[config.mk]
export PLATFORM = sky130hd
export DESIGN_NAME = instr_fetch
export DESIGN_NICKNAME = d
export VERILOG_FILES = /design/src/rtl/instr_fetch.sv
export SDC_FILE = /design/constraint.sdc
export NUM_CORES = 2
export LEC_CHECK = 0
export BUFFER_PORTS_ARGS = -buffer_cell sky130_fd_sc_hd__buf_4
export CORE_MARGIN = 2
export CORE_UTILIZATION = 65
export CTS_CLUSTER_SIZE = 28
export DETAILED_ROUTE_END_ITERATION = 16
export PLACE_DENSITY = 0.82
export SYNTH_ARGS = -nofsm -noshare
export SYNTH_HDL_FRONTEND = slang
export SYNTH_SLANG_ARGS = --single-unit
[constraint.sdc]
create_clock -name clk -period 6.1 [get_ports clk]
set_input_delay 0.305 -clock clk [delete_from_list [all_inputs] [get_ports clk]]
set_output_delay 0.305 -clock clk [all_outputs]
set_load 0.01 [all_outputs]
[src/rtl/instr_fetch.sv]
// Instruction-fetch stage: writable word-addressed instruction memory,
// program counter and instruction register. After a start pulse it walks
// addresses 0..len-1 once, one word per non-stalled cycle, then halts.
// Whenever no real word is being presented, the stage shows an all-zero NOP.
module instr_fetch #(
    parameter int IMEM_DEPTH = 64,
    parameter int AW         = 6
) (
    input  logic          clk,
    input  logic          rst,
    input  logic          imem_we,
    input  logic [AW-1:0] imem_waddr,
    input  logic [31:0]   imem_wdata,
    input  logic [AW:0]   prog_len,
    input  logic          start,
    input  logic          stall,
    output logic [31:0]   instruction,
    output logic [31:0]   pc,
    output logic          valid,
    output logic          busy,
    output logic          done
);

    typedef enum logic [1:0] {
        S_IDLE  = 2'd0,
        S_FETCH = 2'd1,
        S_HALT  = 2'd2
    } state_t;

    state_t          state_q, state_d;

    // The index is one bit wider than an address so that a full-depth
    // program can reach index == IMEM_DEPTH without wrapping back to 0.
    logic [AW:0]     idx_q;
    logic [AW:0]     len_q;
    logic [31:0]     instr_q;
    logic [AW+2:0]   pc_q;
    logic            valid_q;
    logic            more_words;

    logic [31:0]     imem_q [IMEM_DEPTH];

    // True while the fetch index has not yet reached the latched length.
    assign more_words = (idx_q < len_q);

    // Memory write port; memory is deliberately left out of reset.
    always_ff @(posedge clk) begin
        if (imem_we) begin
            imem_q[imem_waddr] <= imem_wdata;
        end
    end

    // State register.
    always_ff @(posedge clk) begin
        if (rst) begin
            state_q <= S_IDLE;
        end else begin
            state_q <= state_d;
        end
    end

    // Next-state logic; stall freezes FETCH before the end-of-program test.
    always_comb begin
        state_d = state_q;
        case (state_q)
            S_IDLE, S_HALT: begin
                if (start) begin
                    state_d = (prog_len == '0) ? S_HALT : S_FETCH;
                end
            end
            S_FETCH: begin
                if (!stall && !more_words) begin
                    state_d = S_HALT;
                end
            end
            default: state_d = S_IDLE;
        endcase
    end

    // Status outputs decoded purely from the state register.
    always_comb begin
        busy = 1'b0;
        done = 1'b0;
        case (state_q)
            S_FETCH: busy = 1'b1;
            S_HALT:  done = 1'b1;
            default: begin
                busy = 1'b0;
                done = 1'b0;
            end
        endcase
    end

    // Datapath: length latch, fetch index, and the instruction register,
    // which doubles as the registered read port of the memory (so a
    // same-edge write to the fetched address returns the old word).
    always_ff @(posedge clk) begin
        if (rst) begin
            idx_q   <= '0;
            len_q   <= '0;
            instr_q <= 32'h0000_0000;
            pc_q    <= '0;
            valid_q <= 1'b0;
        end else begin
            case (state_q)
                S_IDLE, S_HALT: begin
                    if (start) begin
                        len_q <= prog_len;
                        idx_q <= '0;
                    end
                end
                S_FETCH: begin
                    if (!stall) begin
                        if (more_words) begin
                            instr_q <= imem_q[idx_q[AW-1:0]];
                            pc_q    <= {idx_q, 2'b00};
                            valid_q <= 1'b1;
                            idx_q   <= idx_q + {{AW{1'b0}}, 1'b1};
                        end else begin
                            // Leaving for HALT: present NOP, keep last pc.
                            instr_q <= 32'h0000_0000;
                            valid_q <= 1'b0;
                        end
                    end
                end
                default: begin
                    instr_q <= 32'h0000_0000;
                    valid_q <= 1'b0;
                end
            endcase
        end
    end

    assign instruction = instr_q;
    assign pc          = {{(32-AW-3){1'b0}}, pc_q};
    assign valid       = valid_q;

endmodule

=== Word level (Yosys, flattened, before mapping) ===
Memories as Yosys holds them, arrays and structs flattened. A register that Yosys moved wholly into a read port is not among the register bits.
Cells that the tools add are included.

* Add/subtract/negate cells: 1
* Magnitude comparators: 1
* Equal/unequal tests: 6
* Muxes and demuxes: 20
* Bitwise gates (word level): 2
* Reduce and logical (&&, ||, !) cells: 12

{| class="wikitable"
|+ Operators by type and width
! operator !! count
|-
| 32-bit two-way mux || 2
|-
| 32-bit one-hot mux with 2 select lines || 1
|-
| 7-bit two-way mux || 3
|-
| 7-bit one-hot mux with 2 select lines || 1
|-
| 6-bit two-way mux || 2
|-
| 2-bit inequality test, second input constant || 4
|-
| 7-bit by 1-bit adder with 7-bit output, second input constant || 1
|-
| 7-bit logical NOT || 1
|-
| 7-bit less-than comparator || 1
|-
| 1-bit two-way mux || 6
|-
| 2-bit two-way mux || 3
|-
| 2-bit AND reduction || 3
|-
| 2-bit one-hot mux with 2 select lines || 1
|-
| 4-bit AND reduction || 1
|-
| 3-bit AND reduction || 1
|-
| 2-bit by 1-bit equality test with 1-bit output, second input constant || 1
|-
| 2-bit equality test, second input constant || 1
|-
| 1-bit logical NOT || 2
|-
| 2-bit logical NOT || 1
|-
| 1-bit NOT || 2
|-
| 1-bit one-hot mux with 2 select lines || 1
|-
| 2-bit nonzero test || 1
|-
| 2-bit OR reduction || 1
|-
| 1-bit logical AND || 1
|}

* Register bits: 56
* Bits in writable memories: 2048
* Bits of input ports: 50
* Output and inout port bits: 67
* Logic and storage cells: 49
* Memories: 1

{| class="wikitable"
|+ Memories
! name !! words !! width !! read ports !! clocked after Yosys merged registers in !! wr ports !! line !! source
|-
| imem_q || 64 || 32 || 1 || 1 || 1 || 41 || <nowiki>logic [31:0] imem_q [IMEM_DEPTH];</nowiki>
|}

=== Logic depth before layout (Yosys ltp) ===
* Word-level depth: 6
* Gate-level depth with buffers: 11

=== Worst setup path before layout ===
OpenSTA, ideal clock, no wires.

* Path type: input port to flip-flop
* Start point: input port imem_waddr[5]
* End point: memory imem_q[48][0] (enable)
* Library setup time: 0.461 ns
* Arrival: 3.191 ns
* Path slack: 2.448 ns
* Stages: 4
* Cell sequence: clkbuf_1 > nand3_1 > or3_1 > nor3_1

{| class="wikitable"
|+ RTL lines
! what !! line !! source
|-
| start: declaration || 12 || <nowiki>input logic [AW-1:0] imem_waddr,</nowiki>
|-
| end: declaration || 41 ||
|}

Straight into the memory's write port.

==> flow_summary_export.csv <==
group,metric,value,unit
run_status,status,"finished, final reports clean",
critical_path,reg2reg_depth,6,
pwr,peakVddDrop,0.311,mV
finish,multi_input_area,0.0167,mm^2
synthesis,synth_cell_types,51,
cts,clk_latency,0.83,ns
synthesis,yosys_warnings,0,
critical_path,required,6.79,ns
global_routing,grt_usage,0.350,
routing,ant_nets,0,
cts,cts-root-buf,"clkbuf_16",
placed_design,port_buffers,91,
critical_path,worst_path_max_delay_cell,"dfxtp_4",
timing,worstMarginPinSlew,1.32,ns
critical_path,cp-end-kind,"flip-flop",
synthesis,syn_inst,3680,
cts,holdBufCountCts,28,
finish,regArea,0.0627,mm^2
placed_design,place_ws,2.28,ns
routing,via_per_inst,7.40,
global_routing,grt_max_degree,104,
cts,cts_tree,"done",
min_path,min_path_type,"input pin to flip-flop",
synthesis,async_flop_share,0,
synthesis,syn_area,0.0801,mm^2
critical_path,path_class,"flip-flop to flip-flop",
floorplan,rows,128,
finish,mostFrequentLayoutCells,"edfxtp_1, mux4_2, mux2i_1, clkbuf_16, buf_4",
routing,drc_errors,0,
critical_path,max_stage_delay,1.02,ns
critical_path,reg2reg_to,"instruction[8]$_SDFFE_PP0P_",
cts,htreeDepth,4,
cts,cts_buffers,195,
routing,drtIter0Drc,7668,
global_routing,grt_overflow_total,0,
timing,relSlewSlack,0.121,
floorplan,io_pins,117,
routing,routed_wl,217000,um
floorplan,core,0.122,mm^2
critical_path,worstPathArrival,4.59,ns
synthesis,synth_edf_count,2048,
floorplan,die_y,355,um
timing,fin_crit,3.90,ns
timing,period_share,0.639,
global_routing,antenna_found_initial,3,
pwr,leakage,0.0270,uW
critical_path,endpoint,"instruction[8]$_SDFFE_PP0P_",
timing,maxSlewViolCount,0,
finish,final_common_cell,"edfxtp_1",
timing,setup_slack,2.20,ns
floorplan,initial_core_util,0.656,
critical_path,start_kind,"flip-flop",
finish,syn_to_final_growth,11.8,%
global_routing,grt_pass1_wl,309000,um
critical_path,crit_fanout,43,
synthesis,ys.flop_type,"edfxtp_1",
critical_path,rrSetupSlack,2.20,ns
timing,tns,0,ns
routing,routedWlPerCell,38.1,um
placed_design,gp_congestion,0.843,
synthesis,yosysSeqAreaShare,0.784,
cts,clk_pin_slew,0.06,ns
global_routing,grt_pass1_vias,42800,
cts,clkSinkCount,2110,
timing,fin_worst_skew,0.0279,ns
routing,num_vias,42100,
cts,clockBufferDepth,3,
timing,setup_viol,0,
timing,clock.fmax,257,MHz
finish,drive_gt1_frac,0.240,
min_path,hold_start,"imem_wdata[10]",
synthesis,postSynthRegisterBits,2110,
cts,cts-resized-gates,0,
synthesis,synth.avg_cell_area,21.8,um^2
pwr,pwr_density_cell,320,mW/mm^2
timing,rsz0062_at_grt,"no",
finish,nFillCells,6213,
timing,final_hold_viol_count,0,
floorplan,die_area,0.126,mm^2
placed_design,hpwl,105000,um
floorplan,die_x,355,um
critical_path,cp_common_cell,"buf_4",
cts,cts_setup_buffers,0,
job,maxCapViolCount,0,
critical_path,path_cells,"buf_4, buf_4, mux4_2, a22oi_1, nand4_1, a221o_1",
finish,nets,3950,
routing,drtPass1Iterations,8,
## where the power goes
group | leakage (uW) | switching [uW] | internal, uW
Sequential | 0.0189 | 60.3 | 16000
Clock | 0.00299 | 5320 | 6460
Combinational | 0.00511 | 533 | 250
Total | 0.0270 | 5920 | 22700
## worst max-delay path, delay by kind of cell (launching register included)
kind / cells / cell delay [ns]
AOI/OAI and AO/OA: 2 / 0.73
and+or+nand+nor: 1 / 0.36
muxes: 1 / 0.55
DFF: 1 / 1.02
buffers and inverters: 2 / 1.04
## Yosys cell counts, types with 5 or more instances
library cell | number | area share
edfxtp_1 | 2048 | 0.77
mux4_2 | 419 | 0.12
mux2i_1 | 198 | 0.025
a22oi_1 | 186 | 0.017
nor2_1 | 111 | 0.0052
clkbuf_1 | 103 | 0.0048
buf_2 | 78 | 0.0049
nand3_1 | 66 | 0.0041
dfxtp_1 | 62 | 0.016
a221oi_1 | 56 | 0.0061
a22o_1 | 48 | 0.0053
nand2_1 | 34 | 0.0016
nand4_1 | 34 | 0.0027
buf_4 | 29 | 0.0027
a221o_1 | 25 | 0.0031
nor2b_1 | 21 | 0.0016
buf_6 | 19 | 0.0027
a21oi_1 | 18 | 0.0011
o22ai_1 | 18 | 0.0014
o31ai_1 | 12 | 0.0011
o21ai_0 | 9 | 0.00056
inv_1 | 8 | 0.00038
buf_1 | 7 | 0.00033
ha_1 | 7 | 0.0011
nand2b_1 | 7 | 0.00055
nor3_1 | 6 | 0.00038
a211o_1 | 5 | 0.00055
a31oi_1 | 5 | 0.00039
and2_1 | 5 | 0.00039
or3_1 | 5 | 0.00039
## cells by family (layout without fill, tap and decap cells)
family          after synthesis  after routing  synth area share
fa+ha+maj                     7              7           0.00109
other cells                   1             28         0.0000468
compound gates              394            394            0.0384
mux                         617            617             0.143
simple gates                303            303            0.0181
flops                      2110           2110             0.784
xor+xnor                      4              4          0.000438
buf+inv                     244            599            0.0158
## registers in the layout, indices dropped and copies added, names as in the netlist, named ones only
name,cells
idx_q,7
state_q,2
pc_q,7
len_q,7
instruction,32
imem_q,2048
valid,1
## layout make-up
type | count | area share
clock buffers | 256 | 0.0589
inverters | 8 | 0.000335
flip-flops and latches | 2110 | 0.701
multi-input cells | 1350 | 0.187
clock inverters | 107 | 0.00889
repair buffers | 228 | 0.0217
well taps | 1625 | 0.0227
diodes | 3 | 0.0000838
## how the worst min path moves through the flow
stage | end | slack, ns | cells after the start
after global placement | pc_q[4]$_SDFFE_PP0P_ | 0.46 | 2
after detailed placement | pc_q[4]$_SDFFE_PP0P_ | 0.48 | 2
after CTS | imem_q[30][30]$_DFFE_PP_ | 0.005 | 1
after floorplan | imem_q[0][0]$_DFFE_PP_ | 0.40 | 0
after global routing | imem_q[26][26]$_DFFE_PP_ | 0.05 | 1
final | imem_q[15][10]$_DFFE_PP_ | 0.02 | 1
## stage by stage
step / cells / hold WS (ns) / util / cell area, um^2 / power [uW]
4_1_cts: 5683 / 0.00522 / 0.734 / 89500 / 28600
2_1_floorplan: 3704 / 0.404 / - / 80200 / 16700
3_5_place_dp: 5292 / 0.476 / 0.682 / 83200 / 17100
3_3_place_gp: 5292 / 0.460 / 0.682 / 83200 / 17100
5_1_grt: 5685 / 0.0477 / 0.734 / 89500 / 29200
6_report: 5687 / 0.0171 / 0.734 / 89500 / 28600
## routing by layer
layer | global-route usage | vias up | part of all wire
met4 | 0.199 | 2 | 0.064
met3 | 0.0848 | 747 | 0.14
met1 | 0.466 | 21400 | 0.32
li1 | - | 16000 | -
met2 | 0.542 | 3937 | 0.47
met5 | 0 | - | 0.000060
Note: power is estimated with default switching activity, not from simulation.
